--- src/rtl/moore_sec_pkg.sv ---
// Shared types and constants for the 1011 Moore sequence detector.
package moore_sec_pkg;

    typedef enum logic [2:0] {
        S0 = 3'b000,
        S1 = 3'b001,
        S2 = 3'b010,
        S3 = 3'b011,
        S4 = 3'b100
    } state_t;

    localparam logic [3:0] PATTERN  = 4'b1011;
    localparam int         DETCNT_W = 8;

    localparam logic [DETCNT_W-1:0] DETCNT_ONE = {{(DETCNT_W-1){1'b0}}, 1'b1};
    localparam logic [DETCNT_W-1:0] DETCNT_MAX = {DETCNT_W{1'b1}};

endpackage

--- src/rtl/moore_sec_detector.sv ---
// Moore detector for serial pattern 1011 with registered, glitch-free output.
// Optional macro MOORE_SEC_DETCNT_EN adds a saturating detection counter port.
module moore_sec_detector
    import moore_sec_pkg::*;
#(
    parameter bit OVERLAP = 1'b1
) (
    input  logic                clk,
    input  logic                rst,
    input  logic                in,
    output logic                out
`ifdef MOORE_SEC_DETCNT_EN
    ,
    output logic [DETCNT_W-1:0] det_count
`endif
);

    state_t r_state;
    state_t w_next;
    logic   r_out;

    // Next-state decode; illegal encodings fall back to S0.
    always_comb begin
        w_next = S0;
        case (r_state)
            S0: begin
                if (in) w_next = S1;
                else    w_next = S0;
            end
            S1: begin
                if (in) w_next = S1;
                else    w_next = S2;
            end
            S2: begin
                if (in) w_next = S3;
                else    w_next = S0;
            end
            S3: begin
                if (in) w_next = S4;
                else    w_next = S2;
            end
            S4: begin
                if (in)           w_next = S1;
                else if (OVERLAP) w_next = S2;
                else              w_next = S0;
            end
            default: w_next = S0;
        endcase
    end

    // State register and output flag loaded from the next state.
    always_ff @(posedge clk or negedge rst) begin
        if (!rst) begin
            r_state <= S0;
            r_out   <= 1'b0;
        end else begin
            r_state <= w_next;
            r_out   <= (w_next == S4);
        end
    end

    assign out = r_out;

`ifdef MOORE_SEC_DETCNT_EN
    logic [DETCNT_W-1:0] r_det_count;

    // S4 never follows itself, so every next==S4 is a fresh entry into S4.
    always_ff @(posedge clk or negedge rst) begin
        if (!rst) begin
            r_det_count <= {DETCNT_W{1'b0}};
        end else if ((w_next == S4) && (r_det_count != DETCNT_MAX)) begin
            r_det_count <= r_det_count + DETCNT_ONE;
        end else begin
            r_det_count <= r_det_count;
        end
    end

    assign det_count = r_det_count;
`endif

endmodule

--- config.mk ---
export PLATFORM = sky130hd
export DESIGN_NAME = moore_sec_detector
export DESIGN_NICKNAME = d
export VERILOG_FILES = /design/src/rtl/moore_sec_pkg.sv /design/src/rtl/moore_sec_detector.sv
export SDC_FILE = /design/constraint.sdc
export NUM_CORES = 1
export LEC_CHECK = 0
export ABC_AREA = 0
export BUFFER_PORTS_ARGS = -buffer_cell sky130_fd_sc_hd__clkbuf_2
export CAP_MARGIN = 10
export CORE_AREA = 5 5 42 44
export DETAILED_ROUTE_END_ITERATION = 10
export DIE_AREA = 0 0 47 49
export GPL_TIMING_DRIVEN = 0
export PLACE_DENSITY = 0.34
export SYNTH_ARGS = -nofsm -noshare
export SYNTH_HDL_FRONTEND = slang
export SYNTH_SLANG_ARGS = --single-unit
--- constraint.sdc ---
create_clock -name clk -period 1.05 [get_ports clk]
set_clock_uncertainty 0.2 [all_clocks]
set_input_delay 0.105 -clock clk [delete_from_list [all_inputs] [get_ports clk]]
set_output_delay 0.105 -clock clk [all_outputs]
set_load 0.03 [all_outputs]
==> qor.yml <==
clkPwrFrac_pct: 42.0
via_per_inst: 3.80
dp.cells: 32
drc_errors: 0
synthFlopType: "dfrtp_1"
path_cells: "nor4bb_2, a211o_1"
overflow: 0
ys_top_cells_by_count: "dfrtp_1, and4b_2, nor2_1"
finalCoreUtilization_pct: 21.6
power.density_nw_per_um2: 1450
nets: 29
start_util_pct: 12.6
p_sw_share_pct: 22.6
p_int_mw: 0.339
areaGrowthSynthToFinish_pct: 71.6
dieArea_um2: 2300
crit_path_start_kind: "flop"
core_area_um2: 1400
drv_cap: 0
synth_edf_count: 0
drtAntennaViolNets: 0
layout.cells.non_filler: 40
synth-seq-area-share_pct: 56.7
rsz0062_at_grt: "true"
end_kind: "flop"
numPortBuffers: 3
cts_tree: "yes"
placed_area_um2: 211
finalSetupViolCount: 4
grt_pass1_wl_um: 627
synth.ff_latch_count: 4
finalCriticalPeriod_ns: 1.16
worstMarginPinSlew_ns: 0.205
critPathMaxStageDelay_ns: 0.39
cts-root-buf: "clkbuf_4"
clock_sinks: 4
critPathRequiredTime_ns: 0.96
finalHoldViolCount: 0
nFillCells: 163
wl_um: 418
yosys.area.top_type: "dfrtp_1"
p_comb_share_pct: 16.0
firstDrtPassIters: 2
n_antenna_cell: 0
peakVddDrop_uv: 275
synth_area_per_cell_um2: 13.6
ioPinCount: 4
synth_area_leaders: "dfrtp_1, and4b_2, nor4bb_2"
drv_slew: 0
die_x_um: 47
synth_cells: 13
clk_path_buf_depth: 2
vias: 152
wl_per_cell_um: 10.5
grt_pass1_vias: 142
slew_headroom_pct: 86.2
synth_warnings: 0
hp-class: "in2async"
place_congestion: 0.662
drive_gt1_share_pct: 66.7
grt_max_degree: 8
ys_types: 8
ys_async_sr_fraction_pct: 100
cp.buffers_inverters: 0
crit_arrival_ns: 1.07
syn_nets: 16
cts_buffers: 3
grt_usage_pct: 4.52
critPathLaunch: "r_state[1]"
chipHeight_um: 49
seqPwrFrac_pct: 42.1
clk-insertion-delay-late_ns: 0.23
cts_max_level: 1
leakage_nw: 0.135
yosysMostFrequentCell: "dfrtp_1"
slowest_stage: "dfrtp_1"
setup_slack_ns: -0.111
cp_num_cells: 2
max_freq_ghz: 0.861
clk_pin_slew_ns: 0.04
rows: 14
r2r_cells: 2
r2r_start: "r_state[1]"
synth_area_um2: 176
period_share_pct: 111
drt_first_iter_violations: 2
crit_family: "flip-flops"
switchingPower_mw: 0.0989
stdcell_area_um2: 303
synth_top_area_share_pct: 56.7
grt_antenna_before_repair: 0
violations: "negative setup slack"
cp_max_fo: 3
crit_type: "reg2reg"
outcome: "finished with violations"
stage by stage:
step | hold WS [ns] | TNS, ns | total power, mW | setup slack (ns)
floorplan | -0.391 | -0.0684 | 0.205 | -0.0684
global placement | -0.289 | -0.122 | 0.220 | -0.122
detailed placement | -0.284 | -0.125 | 0.222 | -0.125
CTS | 0.0138 | -0.241 | 0.438 | -0.126
global route | 0.0417 | -0.328 | 0.474 | -0.139
finish | 0.0137 | -0.199 | 0.438 | -0.111
cell families (layout without fill, tap and decap cells):
| group | count (synthesis) | in the layout | synth area share [%] |
|---|---|---|---|
| AO/OA/AOI/OAI | 3 | 3 | 12.1 |
| flip-flops | 4 | 4 | 56.7 |
| AND/OR/NAND/NOR | 6 | 6 | 31.2 |
| buffers and inverters | 0 | 11 | 0 |
placed cells by master, fill, tap and decap left out:
cell           instances
clkbuf_4               3
nor2_1                 2
and4b_2                2
dlygate4sd3_1          2
clkbuf_2               2
dfrtp_1                2
dfrtp_2                2
buf_4                  2
a21oi_2                1
o21a_1                 1
nor4b_2                1
nor4bb_2               1
a211o_1                1
buf_8                  1
buf_6                  1
registers in the layout (all words and copies together) (netlist names):
name,flops
r_state,3
out,1
path summary, 6_finish.rpt:
path	end	slack (ns)
min in group clk	r_state[2]	0.05
max reg2reg	r_state[1]	-0.11
min reg2reg	r_state[1]	0.42
max in group asynchronous	r_state[2]	0.50
min	out	0.01
max	r_state[1]	-0.11
layout make-up:
class                      count  area [µm²]  share of cell area, %
timing repair buffer           8        71.3                   23.6
multi-input combinational      9        86.3                   28.5
clock buffer                   3        22.5                   7.44
sequential                     4         103                   33.9
tap                           16        20.0                   6.61
power groups by stage:
stage	logic, mW	registers (mW)	clock network (mW)
6_report	0.0700	0.184	0.184
3_3_place_gp	0.0363	0.184	0
2_1_floorplan	0.0213	0.184	0
4_1_cts	0.0592	0.181	0.198
3_5_place_dp	0.0374	0.185	0
5_1_grt	0.0759	0.186	0.213
what timing repair did:
item                                   CTS  global route
gates resized for setup                  3             5
hold buffers                             2             0
pin swaps                                2             0
setup endpoints to repair                2             5
setup buffers                            2             1
endpoints found under the hold margin    5             0
layer usage:
layer  share of wire [%]  track usage (%)
met5                   0                0
met4                 2.4             5.53
met3                 8.6             4.43
met2                  40             3.17
met1                  48             5.78
No activity file was read; power rests on OpenSTA's default activity.
